==> src/rtl/core_v_mcu_axi_pkg.sv <==
// AXI channel and bundle types shared across the core_v_mcu AXI fabric.
package core_v_mcu_axi_pkg;

  localparam int unsigned ID_W   = 4;
  localparam int unsigned ADDR_W = 32;
  localparam int unsigned DATA_W = 32;
  localparam int unsigned STRB_W = DATA_W / 8;
  localparam int unsigned USER_W = 1;

  typedef struct packed {
    logic [ID_W-1:0]   id;
    logic [ADDR_W-1:0] addr;
    logic [7:0]        len;
    logic [2:0]        size;
    logic [1:0]        burst;
    logic              lock;
    logic [3:0]        cache;
    logic [2:0]        prot;
    logic [3:0]        qos;
    logic [3:0]        region;
    logic [5:0]        atop;
    logic [USER_W-1:0] user;
  } axi_aw_t;

  typedef struct packed {
    logic [DATA_W-1:0] data;
    logic [STRB_W-1:0] strb;
    logic              last;
    logic [USER_W-1:0] user;
  } axi_w_t;

  typedef struct packed {
    logic [ID_W-1:0]   id;
    logic [1:0]        resp;
    logic [USER_W-1:0] user;
  } axi_b_t;

  typedef struct packed {
    logic [ID_W-1:0]   id;
    logic [ADDR_W-1:0] addr;
    logic [7:0]        len;
    logic [2:0]        size;
    logic [1:0]        burst;
    logic              lock;
    logic [3:0]        cache;
    logic [2:0]        prot;
    logic [3:0]        qos;
    logic [3:0]        region;
    logic [USER_W-1:0] user;
  } axi_ar_t;

  typedef struct packed {
    logic [ID_W-1:0]   id;
    logic [DATA_W-1:0] data;
    logic [1:0]        resp;
    logic              last;
    logic [USER_W-1:0] user;
  } axi_r_t;

  typedef struct packed {
    axi_aw_t aw;
    logic    aw_valid;
    axi_w_t  w;
    logic    w_valid;
    logic    b_ready;
    axi_ar_t ar;
    logic    ar_valid;
    logic    r_ready;
  } axi_req_t;

  typedef struct packed {
    logic    aw_ready;
    logic    ar_ready;
    logic    w_ready;
    logic    b_valid;
    axi_b_t  b;
    logic    r_valid;
    axi_r_t  r;
  } axi_resp_t;

endpackage

==> src/rtl/core_v_mcu_axi_arb2.sv <==
// Two-manager to one-subordinate AXI arbiter: independent round-robin read and
// write paths, one outstanding burst per direction, atomics answered locally with SLVERR.
module core_v_mcu_axi_arb2 #(
  parameter type req_t  = core_v_mcu_axi_pkg::axi_req_t,
  parameter type resp_t = core_v_mcu_axi_pkg::axi_resp_t
) (
  input  logic       clk_i,
  input  logic       rst_ni,
  input  req_t       mgr0_req_i,
  output resp_t      mgr0_resp_o,
  input  req_t       mgr1_req_i,
  output resp_t      mgr1_resp_o,
  output req_t       sub_req_o,
  input  resp_t      sub_resp_i,
  output logic [1:0] busy_o
);

  typedef enum logic [2:0] {
    W_IDLE = 3'd0, W_AW = 3'd1, W_DATA = 3'd2, W_RESP = 3'd3, E_DATA = 3'd4, E_RESP = 3'd5
  } wr_state_e;

  typedef enum logic [1:0] {
    R_IDLE = 2'd0, R_AR = 2'd1, R_DATA = 2'd2
  } rd_state_e;

  wr_state_e wr_state_r, wr_next_s;
  rd_state_e rd_state_r, rd_next_s;
  logic      wr_ptr_r, wr_sel_r, rd_ptr_r, rd_sel_r;
  logic [$bits(mgr0_req_i.aw)-1:0]     wr_aw_r;
  logic [$bits(mgr0_req_i.ar)-1:0]     rd_ar_r;
  logic [$bits(mgr0_resp_o.b.id)-1:0]  wr_id_r;

  logic      wr_grant_s, wr_win_s, wr_win_atomic_s;
  logic      rd_grant_s, rd_win_s;
  logic      wr_sel_w_valid_s, wr_sel_w_last_s, wr_sel_b_ready_s, rd_sel_r_ready_s;
  resp_t     mgr_resp_s [2];

  // Round-robin winner selection for both directions
  always_comb begin
    wr_grant_s = (wr_state_r == W_IDLE) && (mgr0_req_i.aw_valid || mgr1_req_i.aw_valid);
    if (mgr0_req_i.aw_valid && mgr1_req_i.aw_valid) begin
      wr_win_s = wr_ptr_r;
    end else begin
      wr_win_s = mgr1_req_i.aw_valid;
    end
    wr_win_atomic_s = wr_win_s ? (mgr1_req_i.aw.atop != 6'd0) : (mgr0_req_i.aw.atop != 6'd0);
    rd_grant_s = (rd_state_r == R_IDLE) && (mgr0_req_i.ar_valid || mgr1_req_i.ar_valid);
    if (mgr0_req_i.ar_valid && mgr1_req_i.ar_valid) begin
      rd_win_s = rd_ptr_r;
    end else begin
      rd_win_s = mgr1_req_i.ar_valid;
    end
  end

  // Handshake inputs from whichever manager owns each direction
  always_comb begin
    wr_sel_w_valid_s = wr_sel_r ? mgr1_req_i.w_valid : mgr0_req_i.w_valid;
    wr_sel_w_last_s  = wr_sel_r ? mgr1_req_i.w.last  : mgr0_req_i.w.last;
    wr_sel_b_ready_s = wr_sel_r ? mgr1_req_i.b_ready : mgr0_req_i.b_ready;
    rd_sel_r_ready_s = rd_sel_r ? mgr1_req_i.r_ready : mgr0_req_i.r_ready;
  end

  // Write and read state/pointer/payload registers
  always_ff @(posedge clk_i) begin
    if (!rst_ni) begin
      wr_state_r <= W_IDLE;
      rd_state_r <= R_IDLE;
      wr_ptr_r   <= 1'b0;
      rd_ptr_r   <= 1'b0;
      wr_sel_r   <= 1'b0;
      rd_sel_r   <= 1'b0;
      wr_aw_r    <= '0;
      rd_ar_r    <= '0;
      wr_id_r    <= '0;
    end else begin
      wr_state_r <= wr_next_s;
      rd_state_r <= rd_next_s;
      if (wr_grant_s) begin
        // pointer moves to the loser, or to the idle manager when uncontended
        wr_ptr_r <= ~wr_win_s;
        wr_sel_r <= wr_win_s;
        wr_aw_r  <= wr_win_s ? mgr1_req_i.aw : mgr0_req_i.aw;
        wr_id_r  <= wr_win_s ? mgr1_req_i.aw.id : mgr0_req_i.aw.id;
      end
      if (rd_grant_s) begin
        rd_ptr_r <= ~rd_win_s;
        rd_sel_r <= rd_win_s;
        rd_ar_r  <= rd_win_s ? mgr1_req_i.ar : mgr0_req_i.ar;
      end
    end
  end

  // Write FSM next state
  always_comb begin
    wr_next_s = wr_state_r;
    case (wr_state_r)
      W_IDLE: begin
        if (wr_grant_s) begin
          wr_next_s = wr_win_atomic_s ? E_DATA : W_AW;
        end else begin
          wr_next_s = W_IDLE;
        end
      end
      W_AW: begin
        if (sub_resp_i.aw_ready) wr_next_s = W_DATA;
        else                     wr_next_s = W_AW;
      end
      W_DATA: begin
        if (wr_sel_w_valid_s && sub_resp_i.w_ready && wr_sel_w_last_s) wr_next_s = W_RESP;
        else                                                           wr_next_s = W_DATA;
      end
      W_RESP: begin
        if (sub_resp_i.b_valid && wr_sel_b_ready_s) wr_next_s = W_IDLE;
        else                                        wr_next_s = W_RESP;
      end
      E_DATA: begin
        if (wr_sel_w_valid_s && wr_sel_w_last_s) wr_next_s = E_RESP;
        else                                     wr_next_s = E_DATA;
      end
      E_RESP: begin
        if (wr_sel_b_ready_s) wr_next_s = W_IDLE;
        else                  wr_next_s = E_RESP;
      end
      default: wr_next_s = W_IDLE;
    endcase
  end

  // Read FSM next state
  always_comb begin
    rd_next_s = rd_state_r;
    case (rd_state_r)
      R_IDLE: begin
        if (rd_grant_s) rd_next_s = R_AR;
        else            rd_next_s = R_IDLE;
      end
      R_AR: begin
        if (sub_resp_i.ar_ready) rd_next_s = R_DATA;
        else                     rd_next_s = R_AR;
      end
      R_DATA: begin
        if (sub_resp_i.r_valid && rd_sel_r_ready_s && sub_resp_i.r.last) rd_next_s = R_IDLE;
        else                                                             rd_next_s = R_DATA;
      end
      default: rd_next_s = R_IDLE;
    endcase
  end

  // Channel routing toward the subordinate and both managers
  always_comb begin
    sub_req_o     = '0;
    mgr_resp_s[0] = '0;
    mgr_resp_s[1] = '0;
    case (wr_state_r)
      W_AW: begin
        sub_req_o.aw       = wr_aw_r;
        sub_req_o.aw_valid = 1'b1;
      end
      W_DATA: begin
        sub_req_o.w       = wr_sel_r ? mgr1_req_i.w : mgr0_req_i.w;
        sub_req_o.w_valid = wr_sel_w_valid_s;
      end
      W_RESP:  sub_req_o.b_ready = wr_sel_b_ready_s;
      default: sub_req_o.aw_valid = 1'b0;
    endcase
    case (rd_state_r)
      R_AR: begin
        sub_req_o.ar       = rd_ar_r;
        sub_req_o.ar_valid = 1'b1;
      end
      R_DATA:  sub_req_o.r_ready = rd_sel_r_ready_s;
      default: sub_req_o.ar_valid = 1'b0;
    endcase
    for (int m = 0; m < 2; m++) begin
      mgr_resp_s[m].aw_ready = wr_grant_s && (wr_win_s == 1'(m));
      mgr_resp_s[m].ar_ready = rd_grant_s && (rd_win_s == 1'(m));
      mgr_resp_s[m].w_ready  = (wr_sel_r == 1'(m)) &&
                               (((wr_state_r == W_DATA) && sub_resp_i.w_ready) || (wr_state_r == E_DATA));
      mgr_resp_s[m].b_valid  = (wr_sel_r == 1'(m)) &&
                               (((wr_state_r == W_RESP) && sub_resp_i.b_valid) || (wr_state_r == E_RESP));
      if ((wr_sel_r == 1'(m)) && (wr_state_r == W_RESP)) begin
        mgr_resp_s[m].b = sub_resp_i.b;
      end else if ((wr_sel_r == 1'(m)) && (wr_state_r == E_RESP)) begin
        mgr_resp_s[m].b.id   = wr_id_r;
        mgr_resp_s[m].b.resp = 2'b10;
      end else begin
        mgr_resp_s[m].b = '0;
      end
      if ((rd_sel_r == 1'(m)) && (rd_state_r == R_DATA)) begin
        mgr_resp_s[m].r_valid = sub_resp_i.r_valid;
        mgr_resp_s[m].r       = sub_resp_i.r;
      end else begin
        mgr_resp_s[m].r_valid = 1'b0;
        mgr_resp_s[m].r       = '0;
      end
    end
  end

  assign mgr0_resp_o = mgr_resp_s[0];
  assign mgr1_resp_o = mgr_resp_s[1];
  assign busy_o      = {rd_state_r != R_IDLE, wr_state_r != W_IDLE};

endmodule

==> config.mk <==
export PLATFORM = sky130hd
export DESIGN_NAME = core_v_mcu_axi_arb2
export DESIGN_NICKNAME = d
export VERILOG_FILES = /design/src/rtl/core_v_mcu_axi_pkg.sv /design/src/rtl/core_v_mcu_axi_arb2.sv
export SDC_FILE = /design/constraint.sdc
export NUM_CORES = 1
export LEC_CHECK = 0
export CORE_AREA = 3 3 276 278
export CTS_CLUSTER_DIAMETER = 80
export DETAILED_ROUTE_END_ITERATION = 16
export DIE_AREA = 0 0 279 281
export DONT_BUFFER_PORTS = 1
export HOLD_SLACK_MARGIN = 0.02
export PLACE_DENSITY = 0.3
export SLEW_MARGIN = 10
export SYNTH_ARGS = -nofsm -noshare
export SYNTH_HDL_FRONTEND = slang
export SYNTH_SLANG_ARGS = --single-unit
export TNS_END_PERCENT = 10
==> constraint.sdc <==
create_clock -name clk_i -period 4.7 [get_ports clk_i]
set_input_delay 1.175 -clock clk_i [delete_from_list [all_inputs] [get_ports clk_i]]
set_output_delay 1.175 -clock clk_i [all_outputs]
set_load 0.05 [all_outputs]
Word level (Yosys, flattened, before mapping)
Index checks and enable logic that the tools add are counted.
- register bits: 151
- latch bits: 0
- memory bits (writable): 0
- ROM bits: 0
- bits of input ports: 416
- output and inout bits: 287
- word-level logic and storage cells: 92
- memories: 0
- add/subtract/negate cells: 0
- multiply operators: 0
- divide/modulo/power cells: 0
- order comparisons: 0
- equality and inequality tests: 7
- shift operators: 0
- multiplexer cells: 36
- bitwise gates (word level): 4
- reduce and logical (&&, ||, !) cells: 36
- operator list (kind ; number):
    72-bit two-way mux ; 2
    66-bit two-way mux ; 2
    41-bit two-way mux ; 2
    39-bit two-way mux ; 1
    38-bit two-way mux ; 1
    1-bit logical AND ; 26
    3-bit case mux with 6 select lines ; 1
    1-bit two-way mux ; 14
    7-bit two-way mux ; 2
    6-bit two-way mux ; 2
    6-bit nonzero test ; 2
    3-bit two-way mux ; 3
    2-bit two-way mux ; 4
    3-bit by 2-bit == test with 1-bit output, second input constant ; 2
    3-bit == test, second input constant ; 2
    2-bit case mux with 3 select lines ; 1
    1-bit logical OR ; 4
    4-bit two-way mux ; 1
    1-bit NOT ; 4
    3-bit by 1-bit == test with 1-bit output, second input constant ; 1
    3-bit zero test ; 1
    3-bit nonzero test ; 1
    2-bit by 1-bit == test with 1-bit output, second input constant ; 1
    2-bit == test, second input constant ; 1
    other kinds (2) ; 2

Longest topological paths before layout
Gate-level depths: netlist of the first run.
- word-level depth: 6
- depth in mapped cells: 7
- gate-level depth less buffers: 4

Least setup slack after synthesis of the first run
Ideal clock, no wire load.
- path kind: input-to-output
- start point: in sub_resp_i[41] in the netlist's numbering
- end point: out mgr0_resp_o[41] in the netlist's numbering
- data arrival time: 2.321 ns
- data required time: 3.525 ns
- path slack: 1.204 ns
- stages: 2
- buffers on the path: 0
- cell sequence: nand3_1 -> nor3_1
- RTL lines (item ; line ; source):
    start: declaration ; core_v_mcu_axi_arb2.sv:14 ; input resp_t sub_resp_i,
    end: declaration ; core_v_mcu_axi_arb2.sv:10 ; output resp_t mgr0_resp_o,

==> impl_results.md, run 1 <==
- Status: completed
- MaxCap Viol Count: 0
- Synth warn: 0
- Endpoint class of the critical path: output port
- First-pass GRT wire length: 50320 um
- Final setup vio count: 0
- VDD IR max: 176.1 uV
- Critical path type: reg -> out
- Nets: 1324
- Period utilisation layout: 79.45%
- Post-synthesis cell area: 0.008127 sq mm
- Fraction of layout cells with a size suffix above 1: about an eighth
- Drt wl/cell: 19.92 um
- Crit path launch: wr_state_r[0]
- Register-to-register setup slack: 2.12 ns
- Syn nets: 1335
- Die W: 279 um
- Post-synth top flop: dfxtp_1
- PwrDens: roughly 370 mW/mm^2
- CTS sink count: 147
- Initial antenna violation count: 11
- Total gr overflow: 0
- RR Startpoint: wr_state_r[2]
- IO Pins: 703
- Yosys top cell by area: dfxtp_1
- Die Ht: 281 um
- CTS tree: yes
- Total track usage: around 8.9%
- Die ar.: 0.07840 sq mm
- Static Leak: 3.381 nW
- Final setup skew: 0.01286 ns
- Setup tns final: 0 ns
- Util after Layout: 13.55%
- Count of final hold-check violations: 0
- Final Total Pwr: 3.702 mW
- Slew Viols, Final: 0
- Least-Margin Pin Slew: between 1 and 1.5 ns
- Data required, critical path: roughly 3.5 ns
- CP max FO: 74
- Longest Clk Path Bufs: 2
- Post-CTS Setup Repair Bufs: 0
- Worst R2R Path Depth: 6
- Skew-Pair Late Insertion Delay: 0.46 ns
- Vias/cell: approximately 3.9
- DRT iter0 DRCs: 704
- Fillers: 8451
- Gate Count Post-Synth: 919
- Sequential fraction of the synthesis area: 36.21%
- Post-route insts no fill: 1897
- Worst path arrival time: 2.56 ns
- Dpl hpwl: 29000 um
- Gpl congestion: roughly 0.74
- Crit path to: sub_req_o[175]
- Synth top cells by count: 220 x and2_1, 148 x nor2b_1, 147 x dfxtp_1
- Total core area: between 0.07 and 0.08 sq mm
- H-tree Lvls: 4
- Post-synth EDFFs: 0
- Post-layout min period: about 3.7 ns
- Max Freq: around 270 MHz
- Initial Utilization: a little over a tenth
- Largest net degree at the start of global routing: 148
- Detailed Route WL: ~38000 um
- Ys async rst share: 0%
- Reg2reg end: wr_aw_r[62]
- Layout area overhead: 23.74%
- Hold WC Path Type: reg -> reg
- Quantity of gates resized following cts: 0
- Yosys reg bits: 147
- Inst Count DP: 1858
- Reg area: 0.002944 sq mm
- Fin Hold WS: 0.5177 ns
- Drt pass-1 iters: 8
- Std cell rows: 100
- Netlist cell types: 35
- Routed vias: 7353
- Vias in the first global route: approximately 7000
- Clk slew on worst S/H paths: 0.07 ns
- Multi-input gate area: 0.004747 sq mm
- RSZ-0062 raised after global routing: false
- CTS Buf Count: 17
- Yosys top cell area share: between 30% and 40%
- CTS root buffer: clkbuf_16
- Syn Area/Cell: a little under 9 sq um
- DRC: 0
- Most frequent cell after synthesis: and2_1
- Port bufs: 0
- CP startpoint kind: flip-flop
- Rel. slew slack: 25.82%
- Largest cells by area after synthesis: dfxtp_1 36%, a222oi_1 17%, and2_1 17%, nor2b_1 11%, mux2i_1 4.9%
- # hold bufs at CTS: 0
- Antenna Violating Nets Remaining: 0
[per-layer routing]
layer / track usage, % / share of wire [%] / up-vias
li1: - / - / 3324
met1: 10.68 / 41 / 3491
met2: 13.77 / 46 / 484
met3: 3.339 / 8.9 / 52
met4: 4.983 / 3.8 / 2
met5: 0 / 0.034 / -
[cell type report]
| cell class | count | share of cell area, % |
|---|---|---|
| repair buffers | 68 | 5.325 |
| diodes | 8 | 0.1991 |
| clock buffers | 18 | 4.268 |
| multi-input cells | 669 | 47.21 |
| well taps | 969 | 12.06 |
| clock inverters | 13 | 1.481 |
| inverters | 5 | 0.1866 |
| flip-flops and latches | 147 | 29.28 |
[through the flow]
stage / setup slack, ns / cell area (sq um)
final: 0.9657 / 10060
after global routing: 0.7766 / 10050
after CTS: 0.7726 / 10030
after detailed placement: 1.342 / 9455
after global placement: 1.384 / 9455
after floorplan: 1.204 / 8127
[sequential cells by signal, summed over array words and instances, names as in the netlist]
name,cells
rd_ptr_r,1
wr_aw_r,72
rd_ar_r,66
wr_state_r,3
rd_state_r,2
wr_sel_r,1
wr_ptr_r,1
rd_sel_r,1
[power by group]
group          internal (mW)  switching [mW]  leakage (nW)
registers               1.37          0.0976          1.21
logic                  0.263           0.545          1.90
clock network          0.787           0.637         0.274
[cells by family after synthesis]
group	after synthesis	share of synthesized area, %
buffers and inverters	103	6.035
AO/OA/AOI/OAI	160	18.71
AND/OR/NAND/NOR	468	33.98
flip-flops	147	36.21
multiplexers	41	5.065
[cells in the final DEF, fill, tap and decap left out, types with 3 or more instances in the layout]
| master | synthesis | layout |
|---|---|---|
| nand3_1 | 6 | 6 |
| inv_6 | 0 | 5 |
| nand2b_1 | 5 | 5 |
| nand2_1 | 10 | 9 |
| nor2b_1 | 148 | 147 |
| a22oi_1 | 5 | 5 |
| clkinvlp_4 | 0 | 3 |
| mux2i_1 | 40 | 40 |
| nor2_1 | 63 | 61 |
| inv_1 | 5 | 5 |
| dfxtp_1 | 147 | 146 |
| a21oi_1 | 9 | 9 |
| a222oi_1 | 138 | 138 |
| diode_2 | 0 | 8 |
| and2_1 | 220 | 220 |
| and3_2 | 0 | 3 |
| buf_4 | 7 | 66 |
| clkbuf_16 | 0 | 17 |
[worst max-delay path: stages (launching register included)]
cell	delay, ns
dfxtp_1	0.62
nor3b_4	0.26
buf_4	0.55
and2_1	0.55
[how the worst min path moves through the flow]
stage,to,slack [ns],depth (start not counted),from
floorplan,wr_aw_r[0],0.48,2,wr_aw_r[0]
global placement,rd_ar_r[2],0.50,2,rd_ar_r[2]
detailed placement,wr_aw_r[25],0.50,2,wr_aw_r[25]
CTS,rd_ar_r[18],0.52,2,rd_ar_r[18]
global route,rd_ar_r[23],0.54,2,rd_ar_r[23]
finish,rd_ar_r[38],0.52,2,rd_ar_r[38]
Power figures use the tool's default switching activity.
==> inputs of run 2 (changes only) <==
--- a/config.mk
+++ b/config.mk
@@ -5,13 +5,13 @@
 export SDC_FILE = /design/constraint.sdc
 export NUM_CORES = 1
 export LEC_CHECK = 0
-export CORE_AREA = 3 3 276 278
+export CORE_AREA = 3 3 275 277
 export CTS_CLUSTER_DIAMETER = 80
 export DETAILED_ROUTE_END_ITERATION = 16
-export DIE_AREA = 0 0 279 281
+export DIE_AREA = 0 0 278 280
 export DONT_BUFFER_PORTS = 1
 export HOLD_SLACK_MARGIN = 0.02
-export PLACE_DENSITY = 0.3
+export PLACE_DENSITY = 0.31
 export SLEW_MARGIN = 10
 export SYNTH_ARGS = -nofsm -noshare
 export SYNTH_HDL_FRONTEND = slang
==> constraint.sdc (replaced) <==
create_clock -name clk_i -period 3.1 [get_ports clk_i]
set_input_delay 0.775 -clock clk_i [delete_from_list [all_inputs] [get_ports clk_i]]
set_output_delay 0.775 -clock clk_i [all_outputs]
set_load 0.05 [all_outputs]
==> impl_results.md, run 2 (same netlist as run 1, synthesis figures left out) <==
- Die ar.: 0.07784 sq mm (was 0.07840 sq mm)
- CTS tree: yes (unchanged)
- Worst slack after detailed placement: 0.4479 ns (was 1.342 ns)
- Slowest stage delay, CP: 0.70 ns (was 0.62 ns)
- CTS Buf Count: 17 (unchanged)
- Most flops, register: wr_aw_r (unchanged)
- Max reg flops: 72 (unchanged)
- CTS sink count: 147 (unchanged)
- IO Pins: 703 (unchanged)
- Std cell rows: 99 (was 100)
- # hold bufs at CTS: 0 (unchanged)
- Crit path launch: wr_sel_r (was wr_state_r[0])
- Count of final hold-check violations: 0 (unchanged)
- Gpl congestion: 0.7842 (was 0.7370)
- H-tree Lvls: 4 (unchanged)
- Largest registers: wr_aw_r (72), rd_ar_r (66), wr_state_r (3) (unchanged)
- Crit-path cells: nand2_1 > buf_4 > nor2_1 > buf_4 (was nor3b_4 > buf_4 > and2_1)
- Die W: 278 um (was 279 um)
- CP startpoint kind: flip-flop (unchanged)
- Vias in the first global route: 7521 (was 7022)
- Max Freq: 348.6 MHz
- Worst setup margin: 0.2313 ns (was 0.9657 ns)
- Slew Viols, Final: 0 (unchanged)
- CP max FO: 18 (was 74)
- Fin Hold WS: 0.4627 ns (was 0.5177 ns)
- First-pass GRT wire length: 54430 um (was 50320 um)
- VDD IR max: 266.0 uV (was 176.1 uV)
- Drt wl/cell: 20.64 um (was 19.92 um)
- DRT iter0 DRCs: 681 (was 704)
- Rel. slew slack: 57.56% (was 25.82%)
- PwrDens: 525.0 mW/mm^2 (was 368.2 mW/mm^2)
- Routed vias: 7622 (was 7353)
- Final setup skew: 0.01254 ns (was 0.01286 ns)
- Post-route insts no fill: 1956 (was 1897)
- Clk pwr share: 39.0% (was 38.5%)
- CTS root buffer: clkbuf_16 (unchanged)
- RSZ-0062 raised after global routing: false (unchanged)
- Initial antenna violation count: 15 (was 11)
- Top delay family on crit path: flip-flops (was simple AND/OR/NAND/NOR gates)
- Int Power: 3.757 mW (was 2.422 mW)
- Most frequent cells in the layout: 220 x and2_1, 147 x nor2b_1, 143 x dfxtp_1 (was 220 x and2_1, 147 x nor2b_1, 146 x dfxtp_1)
- Endpoint class of the critical path: output port (unchanged)
- RR Startpoint: wr_state_r[2] (unchanged)
- Data required, critical path: 2.32 ns (was 3.52 ns)
- Logic gate share of total power: 22.3% (was 21.8%)
- Clk slew on worst S/H paths: 0.07 ns (about the same)
- Static Leak: 3.834 nW (was 3.381 nW)
- Skew-Pair Late Insertion Delay: 0.46 ns (about the same)
- Setup tns final: 0 ns (unchanged)
- Sw frac: 34.28% (was 34.57%)
- Least-Margin Pin Slew: 0.6411 ns (was 1.109 ns)
- Antenna Violating Nets Remaining: 0 (unchanged)
- Post-layout min period: 2.869 ns
- Layout area overhead: 34.00% (was 23.74%)
- Status: completed (unchanged)
- Largest net degree at the start of global routing: 148 (unchanged)
- Detailed Route WL: 40370 um (was 37790 um)
- Critical Path Slowest Stage Cell: dfxtp_2 (was dfxtp_1)
- Hold WC Path Type: in -> reg (was reg -> reg)
- Nets: 1391 (was 1324)
- MaxCap Viol Count: 0 (unchanged)
- Part of the power in registers: 38.7% (was 39.7%)
- Dpl hpwl: 31260 um (was 29000 um)
- Total track usage: 9.625% (was 8.918%)
- CP Buf/Inv Count: 2 (was 1)
- Die Ht: 280 um (was 281 um)
- Period utilisation layout: 92.54%
- Port bufs: 0 (unchanged)
- Initial Utilization: 11.12% (was 10.95%)
- Longest Clk Path Bufs: 2 (unchanged)
- Most common cell after layout, fill and taps aside: and2_1 (unchanged)
- Critical path type: reg -> out (unchanged)
- Worst path arrival time: 2.09 ns (was 2.56 ns)
- Final setup vio count: 0 (unchanged)
- Drt pass-1 iters: 9 (was 8)
- CP most frequent cell: buf_4
- Total gr overflow: 0 (unchanged)
- Vias/cell: 3.897 (was 3.876)
- DRC: 0 (unchanged)
- HP Start: rst_ni (was rd_ar_r[38])
- P_sw: 1.960 mW (was 1.280 mW)
- Fraction of layout cells with a size suffix above 1: 18.93% (was 12.17%)
- Inst Count DP: 1915 (was 1858)
- Total core area: 0.07308 sq mm (was 0.07420 sq mm)
run 2: metrics by stage:
stage               utilization, %  instance area, sq um  power (mW)
detailed placement           14.02                 10250       3.535
global placement             14.02                 10250       3.531
global route                 14.89                 10880       6.037
finish                       14.90                 10890       5.716
CTS                          14.86                 10860       5.876
floorplan                        -                  8127       3.251
run 2: power groups by stage:
stage | clock [mW] | sequential, mW | combinational (mW)
2_1_floorplan | 0 | 2.18 | 1.07
3_3_place_gp | 0 | 2.25 | 1.28
3_5_place_dp | 0 | 2.25 | 1.29
4_1_cts | 2.38 | 2.21 | 1.29
5_1_grt | 2.43 | 2.23 | 1.38
6_report | 2.23 | 2.21 | 1.28
run 2: worst paths after layout:
check	end	slack [ns]	cells past startpoint
worst min-delay path	rd_ar_r[9]	0.46	1
worst min register to register	wr_aw_r[12]	0.52	2
worst max register to register	wr_aw_r[51]	0.75	6
worst max-delay path	mgr1_resp_o[46]	0.23	4
run 2: layer usage:
layer  vias to the layer above  share of wire (%)  GRT usage (%)
met4                         4                1.6          3.411
met1                      3672                 39          10.77
met5                         -              0.067              0
met3                        32                 11          4.576
met2                       464                 49          16.00
li1                       3450                  -              -
run 2: cell type report:
class                   count  area [sq um]
clock inverters            14         167.7
repair buffers            135          1330
fillers                  8307         62190
inverters                   5         18.77
clock buffers              18         439.2
well taps                 959          1200
diodes                      9         22.52
multi-input cells         669          4763
flip-flops and latches    147          2948
run 2: repair_timing:
action / 4_1_cts / 5_1_grt
setup buffers: 0 / 0
gates cloned: 0 / 0
gates resized for setup: 3 / 3
endpoints found under the setup margin: 3 / 16
run 2: worst reg2reg max path, cell delays in order (launching register included):
cell and delay, ns:
dfxtp_2 0.40, nor3_2 0.50, nor3b_4 0.27, buf_4 0.32, buf_4 0.46, a222oi_1 0.21, nor2b_1 0.13
